==> config.mk <==
export PLATFORM = sky130hd
export DESIGN_NAME = nibble_serial_addsub_ctrl_flat
export DESIGN_NICKNAME = d
export VERILOG_FILES = /design/src/rtl/nibble_serial_addsub_ctrl_if.sv /design/src/rtl/nibble_serial_addsub_ctrl.sv /design/src/flat_wrapper.sv
export SDC_FILE = /design/constraint.sdc
export NUM_CORES = 1
export LEC_CHECK = 0
export ABC_AREA = 1
export ABC_CLOCK_PERIOD_IN_PS = 8700
export BUFFER_PORTS_ARGS = -buffer_cell sky130_fd_sc_hd__buf_2
export CORE_ASPECT_RATIO = 0.75
export CORE_UTILIZATION = 31
export CTS_BUF_LIST = sky130_fd_sc_hd__clkbuf_2
export CTS_CLUSTER_DIAMETER = 30
export DETAILED_ROUTE_END_ITERATION = 8
export GPL_TIMING_DRIVEN = 0
export PLACE_DENSITY = 0.6
export SLEW_MARGIN = 40
export SYNTH_ARGS = -nofsm -noshare
export SYNTH_HDL_FRONTEND = slang
export SYNTH_SLANG_ARGS = --single-unit
==> constraint.sdc <==
create_clock -name clk -period 8.7 [get_ports clk]
set_input_delay 1.305 -clock clk [delete_from_list [all_inputs] [get_ports clk]]
set_output_delay 1.305 -clock clk [all_outputs]
set_load 0.02 [all_outputs]
==> src/rtl/nibble_serial_addsub_ctrl_if.sv <==
// Handshake and data bundle for the nibble-serial add/subtract sequencer.
// The requester and the consumer both sit on the master side.
interface nibble_serial_addsub_ctrl_if #(
  parameter int NIBBLES = 4
);
  localparam int W = 4 * NIBBLES;

  logic         in_valid;
  logic         in_ready;
  logic         op;
  logic [W-1:0] a;
  logic [W-1:0] b;
  logic         out_valid;
  logic         out_ready;
  logic [W-1:0] result;
  logic         c_out;
  logic         ovf;
  logic         zero;
  logic         busy;

  modport master (
    output in_valid, op, a, b, out_ready,
    input  in_ready, out_valid, result, c_out, ovf, zero, busy
  );

  modport slave (
    input  in_valid, op, a, b, out_ready,
    output in_ready, out_valid, result, c_out, ovf, zero, busy
  );
endinterface

==> src/rtl/nibble_serial_addsub_ctrl.sv <==
// W-bit two's-complement add/subtract computed one nibble per clock, LSB first,
// on a single shared 4-bit slice with the carry rippled through a register.
module nibble_serial_addsub_ctrl #(
  parameter int NIBBLES = 4
) (
  input  logic                          clk,
  input  logic                          rst,
  nibble_serial_addsub_ctrl_if.slave    bus
);
  localparam int W    = 4 * NIBBLES;
  localparam int IDXW = $clog2(NIBBLES);
  localparam logic [IDXW:0] LAST = (IDXW + 1)'(NIBBLES - 1);

  typedef enum logic [1:0] {
    S_IDLE = 2'd0,
    S_RUN  = 2'd1,
    S_DONE = 2'd2
  } state_t;

  state_t          r_state;
  logic [IDXW-1:0] r_idx;
  logic            r_carry;
  logic            r_op;
  logic [W-1:0]    r_a;
  logic [W-1:0]    r_b;
  logic [W-1:0]    r_result;
  logic            r_c_out;
  logic            r_ovf;
  logic            r_zero;
  logic            r_out_valid;
  logic            r_busy;
  logic            r_in_ready;

  logic [IDXW:0]   w_idx_ext;
  logic [3:0]      w_a_nib;
  logic [3:0]      w_b_nib;
  logic [3:0]      w_sum;
  logic            w_cy;
  logic [W-1:0]    w_result_next;
  logic            w_last;
  logic            w_idx_bad;
  logic            w_ovf;

  // NOTE: every signal gets a default at the top of always_comb so no path
  // leaves it unassigned, which would otherwise infer a latch.
  always_comb begin
    w_a_nib       = '0;
    w_b_nib       = '0;
    w_idx_ext     = {1'b0, r_idx};
    w_last        = (w_idx_ext == LAST);
    w_idx_bad     = (w_idx_ext > LAST);
    for (int i = 0; i < NIBBLES; i++) begin
      if (w_idx_ext == (IDXW + 1)'(i)) begin
        w_a_nib = r_a[i*4 +: 4];
        w_b_nib = r_b[i*4 +: 4];
      end
    end
    // Inverting b and seeding the carry with op turns the add into a - b.
    {w_cy, w_sum} = {1'b0, w_a_nib} + {1'b0, w_b_nib ^ {4{r_op}}} + {4'b0, r_carry};
    w_result_next = r_result;
    for (int i = 0; i < NIBBLES; i++) begin
      if (w_idx_ext == (IDXW + 1)'(i)) w_result_next[i*4 +: 4] = w_sum;
    end
    w_ovf = (r_a[W-1] == (r_b[W-1] ^ r_op)) && (w_sum[3] != r_a[W-1]);
  end

  // NOTE: sequential state is updated only with non-blocking assignments so
  // every register samples the pre-edge values of the others.
  always_ff @(posedge clk) begin
    if (rst) begin
      r_state     <= S_IDLE;
      r_idx       <= '0;
      r_carry     <= 1'b0;
      r_op        <= 1'b0;
      r_a         <= '0;
      r_b         <= '0;
      r_result    <= '0;
      r_c_out     <= 1'b0;
      r_ovf       <= 1'b0;
      r_zero      <= 1'b0;
      r_out_valid <= 1'b0;
      r_busy      <= 1'b0;
      r_in_ready  <= 1'b1;
    end else begin
      case (r_state)
        S_IDLE: begin
          r_in_ready <= 1'b1;
          r_busy     <= 1'b0;
          if (bus.in_valid && r_in_ready) begin
            r_a        <= bus.a;
            r_b        <= bus.b;
            r_op       <= bus.op;
            r_carry    <= bus.op;
            r_idx      <= '0;
            r_state    <= S_RUN;
            r_in_ready <= 1'b0;
            r_busy     <= 1'b1;
          end
        end
        S_RUN: begin
          if (w_idx_bad) begin
            r_state    <= S_IDLE;
            r_idx      <= '0;
            r_busy     <= 1'b0;
            r_in_ready <= 1'b1;
          end else begin
            r_result <= w_result_next;
            r_carry  <= w_cy;
            r_idx    <= r_idx + 1'b1;
            if (w_last) begin
              r_c_out     <= w_cy;
              r_ovf       <= w_ovf;
              r_zero      <= (w_result_next == '0);
              r_idx       <= '0;
              r_state     <= S_DONE;
              r_busy      <= 1'b0;
              r_out_valid <= 1'b1;
            end
          end
        end
        S_DONE: begin
          if (bus.out_ready) begin
            r_out_valid <= 1'b0;
            r_in_ready  <= 1'b1;
            r_state     <= S_IDLE;
          end
        end
        default: begin
          r_state     <= S_IDLE;
          r_idx       <= '0;
          r_busy      <= 1'b0;
          r_out_valid <= 1'b0;
          r_in_ready  <= 1'b1;
        end
      endcase
    end
  end

  assign bus.in_ready  = r_in_ready;
  assign bus.out_valid = r_out_valid;
  assign bus.result    = r_result;
  assign bus.c_out     = r_c_out;
  assign bus.ovf       = r_ovf;
  assign bus.zero      = r_zero;
  assign bus.busy      = r_busy;
endmodule
==> src/flat_wrapper.sv <==
// flat-port wrapper written by rule: the top's interface ports become plain ports
module nibble_serial_addsub_ctrl_flat 
#(
  parameter int NIBBLES = 4
)
  (clk, rst, bus_in_valid, bus_op, bus_a, bus_b, bus_out_ready, bus_in_ready, bus_out_valid, bus_result, bus_c_out, bus_ovf, bus_zero, bus_busy);
  nibble_serial_addsub_ctrl_if #(.NIBBLES(NIBBLES)) bus_i ();
  input  logic clk;
  input  logic rst;
  input wire logic [$bits(bus_i.in_valid)-1:0] bus_in_valid;
  input wire logic [$bits(bus_i.op)-1:0] bus_op;
  input wire logic [$bits(bus_i.a)-1:0] bus_a;
  input wire logic [$bits(bus_i.b)-1:0] bus_b;
  input wire logic [$bits(bus_i.out_ready)-1:0] bus_out_ready;
  output wire logic [$bits(bus_i.in_ready)-1:0] bus_in_ready;
  output wire logic [$bits(bus_i.out_valid)-1:0] bus_out_valid;
  output wire logic [$bits(bus_i.result)-1:0] bus_result;
  output wire logic [$bits(bus_i.c_out)-1:0] bus_c_out;
  output wire logic [$bits(bus_i.ovf)-1:0] bus_ovf;
  output wire logic [$bits(bus_i.zero)-1:0] bus_zero;
  output wire logic [$bits(bus_i.busy)-1:0] bus_busy;
  assign bus_i.in_valid = bus_in_valid;
  assign bus_i.op = bus_op;
  assign bus_i.a = bus_a;
  assign bus_i.b = bus_b;
  assign bus_i.out_ready = bus_out_ready;
  assign bus_in_ready = bus_i.in_ready;
  assign bus_out_valid = bus_i.out_valid;
  assign bus_result = bus_i.result;
  assign bus_c_out = bus_i.c_out;
  assign bus_ovf = bus_i.ovf;
  assign bus_zero = bus_i.zero;
  assign bus_busy = bus_i.busy;
  nibble_serial_addsub_ctrl #(.NIBBLES(NIBBLES)) u_core (.clk(clk), .rst(rst), .bus(bus_i));
endmodule
**Word level (Yosys, flattened, before mapping)**

Index checks and enable logic that the tools add are counted.

- Register bits: 60
- Latch bits: 0
- RAM bits: 0
- ROM bits: 0
- Bits of input ports: 37
- Output and inout port bits: 22
- Logic and storage cells: 75
- Memories: 0

- Add/subtract/negate cells: 3
- $mul: 0
- Div/mod/pow operators: 0
- Order comparisons: 0
- Equality and inequality tests: 10
- Shift-type cells: 0
- Muxes and demuxes: 30
- Bitwise gates (word level): 5
- Reductions and logical operators: 14

Operator list:

| kind | count |
|---|---|
| 4-bit 2-to-1 mux | 12 |
| 16-bit logical NOT | 1 |
| 2-bit one-hot mux with 3 select lines | 2 |
| 2-bit AND reduction | 6 |
| 2-bit 2-to-1 mux | 5 |
| 1-bit one-hot mux with 3 select lines | 3 |
| 1-bit 2-to-1 mux | 7 |
| 2-bit equality test, second input constant | 3 |
| 3-bit AND reduction | 2 |
| 4-bit by 4-bit adder with 5-bit output | 1 |
| 5-bit by 1-bit adder with 5-bit output | 1 |
| 2-bit by 1-bit equality test with 1-bit output, second input constant | 2 |
| 2-bit logical NOT | 2 |
| 2-bit by 1-bit != test with 1-bit output, second input constant | 2 |
| 4-bit XOR | 1 |
| 1-bit NOT | 3 |
| 2-bit by 1-bit adder with 2-bit output, second input constant | 1 |
| 1-bit logical AND | 2 |
| 2-bit != test, second input constant | 1 |
| 1-bit one-hot mux with 2 select lines | 1 |
| 2-bit nonzero test | 1 |
| 1-bit equality test | 1 |
| 1-bit != test | 1 |
| 1-bit XOR | 1 |

**Depth between registers and ports, before layout**

Gate-level depths: netlist of run 1.

- Word-level depth: 10
- Mapped depth: 21

**Worst setup path before layout of run 1**

No wires, ideal clock.

- Path type: register to register
- Start point: register u_core.r_idx[0]
- End point: register u_core.r_zero (netlist: u_core.bus.zero)
- Setup time: 67 ps
- Data arrival time: 2917 ps
- Setup slack: 5715 ps
- Stages on the path, launching flop included: 20
- Buffers on the path: 2
- Clock period less this slack: 2985 ps
- Path through: dfxtp_1 > inv_1 > ha_1 > buf_4 > inv_2 > buf_2 > o21ai_0 > a21oi_1 > xor2_1 > fa_1 > fa_1 > nand2_1 > nand2_1 > nor2_1 > nand3_1 > nor2_1 > nand2_1 > nor2_1 > nand2_1 > a21oi_2

- Cells in the longest elaborated chain, start to end: 10
- Elaborated cells between the ends (all ways): 21
- Those cells by class: add/sub: 2; eq/ne: 3; mux: 12; bitwise: 1; reduce/logical: 3

RTL lines:

| what | RTL line | text |
|---|---|---|
| from (decl) | nibble_serial_addsub_ctrl.sv:21 | `logic [IDXW-1:0] r_idx;` |
| from (signal assigned) | nibble_serial_addsub_ctrl.sv:109 | `r_idx <= r_idx + 1'b1;` |
| 2-bit logical NOT | nibble_serial_addsub_ctrl.sv:53, nibble_serial_addsub_ctrl.sv:62 |  |
| 4-bit 2-to-1 mux (4 in a row) | nibble_serial_addsub_ctrl.sv:53 | `if (w_idx_ext == (IDXW + 1)'(i)) begin` |
| 4-bit XOR | nibble_serial_addsub_ctrl.sv:59 | `{w_cy, w_sum} = {1'b0, w_a_nib} + {1'b0, w_b_nib ^ {4{r_op}}} + {4'b0, r_carry};` |
| 4-bit by 4-bit adder with 5-bit output | nibble_serial_addsub_ctrl.sv:59 |  |
| 5-bit by 1-bit adder with 5-bit output | nibble_serial_addsub_ctrl.sv:59 |  |
| 4-bit 2-to-1 mux | nibble_serial_addsub_ctrl.sv:62 | `if (w_idx_ext == (IDXW + 1)'(i)) w_result_next[i*4 +: 4] = w_sum;` |
| 16-bit logical NOT | nibble_serial_addsub_ctrl.sv:113 | `r_zero <= (w_result_next == '0);` |
| to (signal assigned) | nibble_serial_addsub_ctrl.sv:113 |  |
| to (decl) | nibble_serial_addsub_ctrl.sv:29 | `logic r_zero;` |

Parallel ways exist; a longest one is shown, timed or not.
A chain may end at the register's enable or synchronous reset.

**Final worst setup path of run 1**

Ends and elaborated chain as after synthesis.

==> results by group, run 1 <==
Power
  – Internal: 0.000397 W
  – Part of the power in the clock network: 0.205
  – Sw power: approximately 0.00023 W
  – Net Sw Frac: 0.369
  – Comb pwr share: 0.291
  – Register share of total power: 0.504
  – P per Cell Area: 187 nW/um^2
  – VDD IR-drop max: about 0.067 mV
  – LEAKAGE: ~1.6 nW

Route
  – Met1 wire length: just over 4 mm
  – Met3 wire length: about 560 um
  – DRT Wirelength: approximately 7.8 mm
  – Met2 WL: around 3.1 mm
  – DR WL/cell: approximately 13 um
  – Vias per cell: 4.79
  – Vias: around 2900
  – Detailed Route Iter0 Violations: around 140
  – First-pass DRT Iterations: 6
  – Post-route ant nets: 0
  – DR top layer: met4
  – DR DRC count: 1

Global routing
  – Tot GR Track Use: 0.175
  – Total grt overflow: 0
  – Initial antenna violation count: 0
  – Vias in the first global route: approximately 2700
  – Largest net degree at the start of global routing: 11
  – First-pass GRT wire length: 13.1 mm

Cells and area
  – Share of cells above drive strength 1: 0.190
  – NumNets Final: around 530
  – Diode count: 0
  – Area grow syn2layout: 17.3%

Run status
  – Failing checks: design-rule violations
  – Outcome: complete, but fails checks

STA
  – Max Slew Vio Count: 0
  – RSZ-0062 raised after global routing: no
  – Max Freq: between 0.2 and 0.3 GHz
  – Setup ws final: 5.07 ns
  – Slew headroom: 0.663
  – Clock skew: between 0.015 and 0.02 ns
  – Fin crit period: between 3 and 4 ns
  – Slew @ Worst Pin: about 0.51 ns
  – Period utilization: 0.417
  – Setup Total Neg Slack: 0 ns
  – Final setup violation count: 0
  – Final Hold Vio Count: 0

Critical path
  – Critical path arrival: between 4 and 5 ns
  – Critical path type: reg2reg
  – CP max FO: 10
  – CP endpoint kind: flop
  – Critical Path Source Type: flop
  – Critical path required time: 9.14 ns

Die
  – Core box area: approximately 9000 um^2
  – Die Y: roughly 85 um
  – Top Ports: 59
  – Full die area: 9670 um^2
  – Die X: 113 um
  – Initial Util: 0.319
  – Row cnt: 30

Logic synthesis
  – Register area share after synthesis: 0.418
  – Xor and xnor fraction of the mapped netlist area: 0.0152
  – Synth warnings: 0
  – Seq cells post-synth: 60
  – Post-synthesis cell type count: 26
  – Ys async rst share: 0
  – Syn Area/Cell: 6.98 um^2
  – Post-synth EDFFs: 0
  – Cells after Synth: 412
  – Mux cell area share after synthesis: 0
  – Synthesized cell area: about 2900 um^2
  – Post-synthesis simple-gate area fraction: 0.264
  – Syn Nets: around 460
  – Synth Flop Type: dfxtp_1
  – Largest family of logic cells by synthesized area: simple AND/OR/NAND/NOR gates
  – Complex-gate fraction of the synthesized area: 0.186
  – Post-Synth Adder-Cell Area: 0.0444

Clock tree
  – Max Buffers Root-to-Sink: 2
  – Later-pin clock latency in the skew report: 0.50 ns
  – Clock Sinks: 60
  – Post-CTS resize count: 0
  – Post-CTS setup repair buffer count: 0
  – CTS Root Cell: clkbuf_2
  – Htree depth: 3
  – Num CTS Buffers: 9
  – CTS tree: yes
  – Reg clk slew, reported paths: roughly 0.16 ns
  – # hold bufs at CTS: 0

Worst hold path
  – Hold Crit Class: reg2reg

Flow run
  – Total of max-cap violations: 0

Place
  – Routability cong.: between 0.8 and 0.9
  – DP Wirelength: 6.05 mm
  – PortBufs: 58
  – Placement Setup Slack: around 5.1 ns
-- stage by stage --
step / std cells / total power (W) / util / area [um^2] / hold slack (ns)
finish: 596 / 0.000630 / 0.374 / 3370 / 0.485
global route: 596 / 0.000682 / 0.374 / 3370 / 0.501
CTS: 596 / 0.000635 / 0.374 / 3370 / 0.488
detailed placement: 582 / 0.000507 / 0.367 / 3310 / 0.466
global placement: 582 / 0.000503 / 0.367 / 3310 / 0.464
floorplan: 412 / 0.000451 / - / 2880 / 0.450
-- flip-flops by register name, indices dropped and copies added (netlist names), 2 cells and up --
| name | count |
|---|---|
| u_core.r_a | 16 |
| u_core.r_idx | 2 |
| u_core.r_state | 2 |
| u_core.r_b | 16 |
| u_core.bus.result | 16 |
-- routing by layer --
| layer | track usage | up-vias |
|---|---|---|
| met5 | 0 | - |
| met4 | 0.0407 | 0 |
| met3 | 0.0564 | 9 |
| met2 | 0.252 | 83 |
| met1 | 0.253 | 1271 |
| li1 | - | 1494 |
-- placed cells by master (no fill, tap or decap), drive strengths merged --
| cell | netlist | layout |
|---|---|---|
| nor2 | 87 | 87 |
| buf | 15 | 73 |
| nand2 | 68 | 68 |
| dfxtp | 60 | 60 |
| o21ai | 57 | 57 |
| nand3 | 28 | 28 |
| inv | 27 | 27 |
| a21oi | 25 | 25 |
| clkbuf | 7 | 16 |
| o211ai | 7 | 7 |
| ha | 7 | 7 |
| a31oi | 6 | 6 |
| clkinv | 1 | 6 |
| xor2 | 5 | 5 |
| or2 | 5 | 5 |
| a211oi | 2 | 2 |
| fa | 2 | 2 |
| a221oi | 1 | 1 |
| o21a | 1 | 1 |
| nand4 | 1 | 1 |
-- worst max-delay path, cell delays in order (launching register included) --
cell and delay (ns):
dfxtp_1 0.43, inv_1 0.10, ha_1 0.20, buf_4 0.17, inv_2 0.14, buf_2 0.24, o21ai_0 0.11, a21oi_1 0.17
xor2_1 0.12, fa_1 0.44, fa_1 0.55, nand2_1 0.14, nand2_1 0.07, nor2_1 0.13, nand3_1 0.09, nor2_1 0.11
nand2_1 0.06, nor2_1 0.12, nand2_1 0.08, a21oi_2 0.11
-- cell usage after synthesis (2+ instances only) --
cell,count,area share
nor2_1,87,0.11
nand2_1,68,0.089
dfxtp_1,60,0.42
o21ai_0,56,0.097
nand3_1,28,0.049
a21oi_1,24,0.042
inv_1,23,0.030
buf_2,13,0.023
clkbuf_1,7,0.0091
ha_1,7,0.030
o211ai_1,7,0.018
a31oi_1,6,0.013
xor2_1,5,0.015
inv_2,4,0.0052
or2_2,4,0.0087
a211oi_1,2,0.0052
fa_1,2,0.014
-- cell type report --
type,count,area [um^2]
clock buffer,9,45.0
buffer,22,103
tap,112,140
multi-input combinational,302,1470
inverter,28,105
sequential,60,1200
clock inverter,5,21.3
timing repair buffer,58,290
fill,1010,5640
-- final timing paths --
path / startpoint / endpoint / slack (ns) / cells past startpoint
max: u_core.r_idx[0]$_SDFFE_PP0P_ / u_core.bus.zero$_SDFFE_PP0P_ / 5.07 / 19
max reg2reg: u_core.r_idx[0]$_SDFFE_PP0P_ / u_core.bus.zero$_SDFFE_PP0P_ / 5.07 / 19
min reg2reg: u_core.bus.busy$_SDFFE_PP0P_ / u_core.bus.busy$_SDFFE_PP0P_ / 0.49 / 2
min: u_core.bus.busy$_SDFFE_PP0P_ / u_core.bus.busy$_SDFFE_PP0P_ / 0.49 / 2
-- logic make-up (layout without fill, tap and decap cells) --
family | Yosys count | count (layout)
xor+xnor | 5 | 5
flops | 60 | 60
fa+ha+maj | 9 | 9
compound gates | 99 | 99
buf+inv | 50 | 122
simple gates | 189 | 189
-- power groups by stage --
stage	Combinational, W	Clock, W	Sequential [W]
after global placement	0.000180	0	0.000323
after global routing	0.000211	0.000149	0.000321
after detailed placement	0.000183	0	0.000324
after floorplan	0.000123	0	0.000327
final	0.000184	0.000129	0.000318
after CTS	0.000184	0.000133	0.000318
Note: power is estimated with default switching activity, not from simulation.
==> run 2: changes to the inputs <==
ABC_CLOCK_PERIOD_IN_PS = 3000   (was 8700)
PLACE_DENSITY = 0.62   (was 0.6)
clock period = 3 ns   (was 8.7 ns; I/O delays follow)
==> run 2 against run 1 <==
  * The flow finishes with violations (negative setup slack)
  * Die area did not move
  * Power rose to 3.5 times the previous value
  * Highest routed layer unchanged
  * Critical path depth unchanged
  * Setup slack lost 5.1 ns
==> results by group, run 2 (same netlist as run 1, synthesis figures left out) <==
Power
  – Net Sw Frac: 0.337 (-0.0327)
  – Comb pwr share: 0.276 (-0.015)
  – Part of the power in the clock network: 0.309 (+0.104)
  – Register share of total power: 0.415 (-0.089)
  – LEAKAGE: 1.79 nW (+8.6%)
  – Sw power: 0.000749 W (+220%)
  – Power Total: 0.00222 W (+250%)
  – VDD IR-drop max: 0.215 mV (+220%)
  – P per Cell Area: 597 nW/um^2 (+220%)
  – Internal: 0.00148 W (+270%)

STA
  – RSZ-0062 raised after global routing: yes
  – Final Hold Vio Count: 0 (unchanged)
  – Max Slew Vio Count: 0 (unchanged)
  – Clock skew: 0.00939 ns (-0.00718 ns)
  – Hold_ws: 0.156 ns (-0.329 ns)
  – Setup ws final: -0.000292 ns (-5.07 ns)
  – Max Freq: 0.333 GHz (+21%)
  – Fin crit period: 3.00 ns (-0.629 ns)
  – Final setup violation count: 1 (+1)
  – Slew @ Worst Pin: 0.519 ns (+0.0129 ns)
  – Period utilization: 1.00 (+0.583)
  – Slew headroom: 0.654 (-0.00858)

Die
  – Die Y: 85.4 um (unchanged)
  – Row cnt: 30 (unchanged)
  – Die X: 113 um (unchanged)
  – Initial Util: 0.319 (unchanged)
  – Top Ports: 59 (unchanged)
  – Full die area: 9670 um^2 (unchanged)
  – Core box area: 9010 um^2 (unchanged)

Clock tree
  – Max Buffers Root-to-Sink: 2 (unchanged)
  – # hold bufs at CTS: 0 (unchanged)
  – Later-pin clock latency in the skew report: 0.53 ns (+0.03 ns)
  – CTS Root Cell: clkbuf_2
  – Num CTS Buffers: 9 (unchanged)
  – Htree depth: 3 (unchanged)
  – Clock Sinks: 60 (unchanged)
  – CTS tree: yes
  – Reg clk slew, reported paths: 0.18 ns (+0.02 ns)

Cells and area
  – Diode count: 0 (unchanged)
  – Final cell count without fillers: 614 (+3.0%)
  – Most common library cell in the layout ignoring fill and taps: nor2_1
  – Layout fillers: 973 (-3.7%)
  – Share of cells above drive strength 1: 0.267 (+0.0768)
  – Area grow syn2layout: 29.6%
  – Multi-input gate area: 1540 um^2 (+5.1%)
  – NumNets Final: 543 (+3.0%)
  – Final Instance Area: 3730 um^2 (+11%)
  – Final Util: 0.414 (+0.0393)
  – Most frequent cells in the layout: 85 x nor2_1, 67 x buf_2, 62 x nand2_1, 58 x dfxtp_1, 54 x o21ai_0
  – Sequential Area: 1210 um^2 (+0.63%)

Run status
  – Outcome: complete, but fails checks
  – Failing checks: negative setup slack

Critical path
  – Largest stage delay, worst path: 0.50 ns (-0.05 ns)
  – Crit-path cells: inv_4, ha_4, buf_8, nand2_2, nand3_2, o21ai_2, a21oi_2, xor2_1, fa_2, fa_2, nand2_2, nand2_2, nor2_2, nand3_1, nor2_1, nand2_1, nor2_2, nand2_1, a21oi_2
  – Critical path required time: 3.47 ns (-5.67 ns)
  – Critical path's slowest cell: fa_2
  – Critical path type: reg2reg
  – Critical Path Source Type: flop
  – CP max FO: 8 (-2)
  – R2R depth: 19 (unchanged)
  – Critical path arrival: 3.47 ns (-0.60 ns)
  – CP endpoint kind: flop
  – Worst Setup EP: u_core.bus.zero$_SDFFE_PP0P_
  – Worst R2R Setup Slack: -0.0003 ns (-5.07 ns)
  – Worst reg2reg startpoint: u_core.r_idx[1]$_SDFFE_PP0P_
  – CP Launch Point: u_core.r_idx[1]$_SDFFE_PP0P_
  – Reg-to-reg endpoint: u_core.bus.zero$_SDFFE_PP0P_
  – Crit path top cell by count: nand2_2

Place
  – DP Wirelength: 6.01 mm (-0.63%)
  – # placed instances: 582 (unchanged)
  – DP Area: 3310 um^2 (unchanged)
  – Routability cong.: 0.856 (-2.2%)
  – PortBufs: 58 (unchanged)

Route
  – DRT Wirelength: 8.36 mm (+6.6%)
  – DR DRC count: 0 (-1)
  – Detailed Route Iter0 Violations: 168 (+21%)
  – First-pass DRT Iterations: 5 (-1)
  – Post-route ant nets: 0 (unchanged)
  – Vias per cell: 4.93 (+2.9%)
  – Vias: 3030 (+6.1%)
  – DR WL/cell: 13.6 um (+3.4%)

Worst hold path
  – Hold Crit Class: in2reg
  – Hold path depth: 3 (+1)

Global routing
  – Largest net degree at the start of global routing: 12 (+1)
  – Tot GR Track Use: 0.184 (+0.00823)
  – Initial antenna violation count: 0 (unchanged)
  – Total grt overflow: 0 (unchanged)
  – Vias in the first global route: 2786 (+4.2%)
  – First-pass GRT wire length: 13.6 mm (+4.0%)

Flow run
  – Total of max-cap violations: 0 (unchanged)
[run 2: changes by cell type in the layout (fill, tap and decap cells not counted), moves of 3 or more]
cell | before | now
bufinv_16 | 0 | 3
inv_2 | 4 | 1
buf_4 | 1 | 18
ha_4 | 0 | 3
clkinv_1 | 4 | 1
nand2_2 | 0 | 6
nand2_1 | 68 | 62
clkinvlp_4 | 0 | 3
inv_4 | 0 | 3
buf_2 | 71 | 67
ha_1 | 7 | 4
[run 2: critical path: cells and delay by family, from the launching register on]
| family | cells | cell delay [ns] |
|---|---|---|
| xor gates and xnor gates | 1 | 0.18 |
| AOI/OAI and AO/OA | 3 | 0.24 |
| and+or+nand+nor | 10 | 0.81 |
| buffers and inverters | 2 | 0.19 |
| DFF | 1 | 0.43 |
| adders and majority gates | 3 | 1.08 |
[run 2: area by class of cell]
type	instances	share of cell area
clock inverter	6	0.0302
sequential	60	0.324
clock buffer	10	0.0134
inverter	28	0.0336
tap	112	0.0376
timing repair buffer	76	0.115
buffer	20	0.0319
multi-input combinational	302	0.414
[run 2: how the worst min path moves through the flow]
stage / slack [ns] / from / endpoint
3_5_place_dp: 0.47 / u_core.r_b[10]$_SDFFE_PP0P_ / u_core.r_b[10]$_SDFFE_PP0P_
5_1_grt: 0.13 / rst / u_core.bus.in_ready$_SDFFE_PP1P_
4_1_cts: 0.14 / bus_a[10] / u_core.r_a[10]$_SDFFE_PP0P_
2_1_floorplan: 0.45 / u_core.r_b[10]$_SDFFE_PP0P_ / u_core.r_b[10]$_SDFFE_PP0P_
3_3_place_gp: 0.47 / u_core.bus.busy$_SDFFE_PP0P_ / u_core.bus.busy$_SDFFE_PP0P_
6_report: 0.16 / rst / u_core.bus.in_ready$_SDFFE_PP1P_
[run 2: metrics by stage]
stage | worst slack (ns) | setup TNS, ns
finish | -0.000292 | -0.000292
floorplan | 0.0152 | 0
CTS | -0.148 | -0.148
global placement | -0.484 | -1.17
global route | -0.182 | -0.182
detailed placement | -0.522 | -1.80
[run 2: metal layers]
| layer | up-vias | wire, um | global-route usage |
|---|---|---|---|
| met2 | 94 | 3570 | 0.271 |
| met1 | 1402 | 4210 | 0.259 |
| met5 | - | 0 | 0 |
| met3 | 10 | 484 | 0.0493 |
| met4 | 0 | 102 | 0.0574 |
| li1 | 1524 | - | - |
[run 2: power groups by stage]
| stage | Sequential (W) | Combinational [W] | Clock (W) |
|---|---|---|---|
| finish | 0.000923 | 0.000614 | 0.000686 |
| detailed placement | 0.000938 | 0.000534 | 0 |
| floorplan | 0.000949 | 0.000357 | 0 |
| CTS | 0.000922 | 0.000586 | 0.000688 |
| global placement | 0.000937 | 0.000522 | 0 |
| global route | 0.000932 | 0.000692 | 0.000726 |
[run 2: what timing repair did]
| action | in CTS | in global routing |
|---|---|---|
| pin swaps | 15 | 12 |
| setup buffers | 13 | 5 |
| resized for setup | 38 | 11 |
| gates cloned | 0 | 0 |
| endpoints found under the setup margin | 12 | 6 |
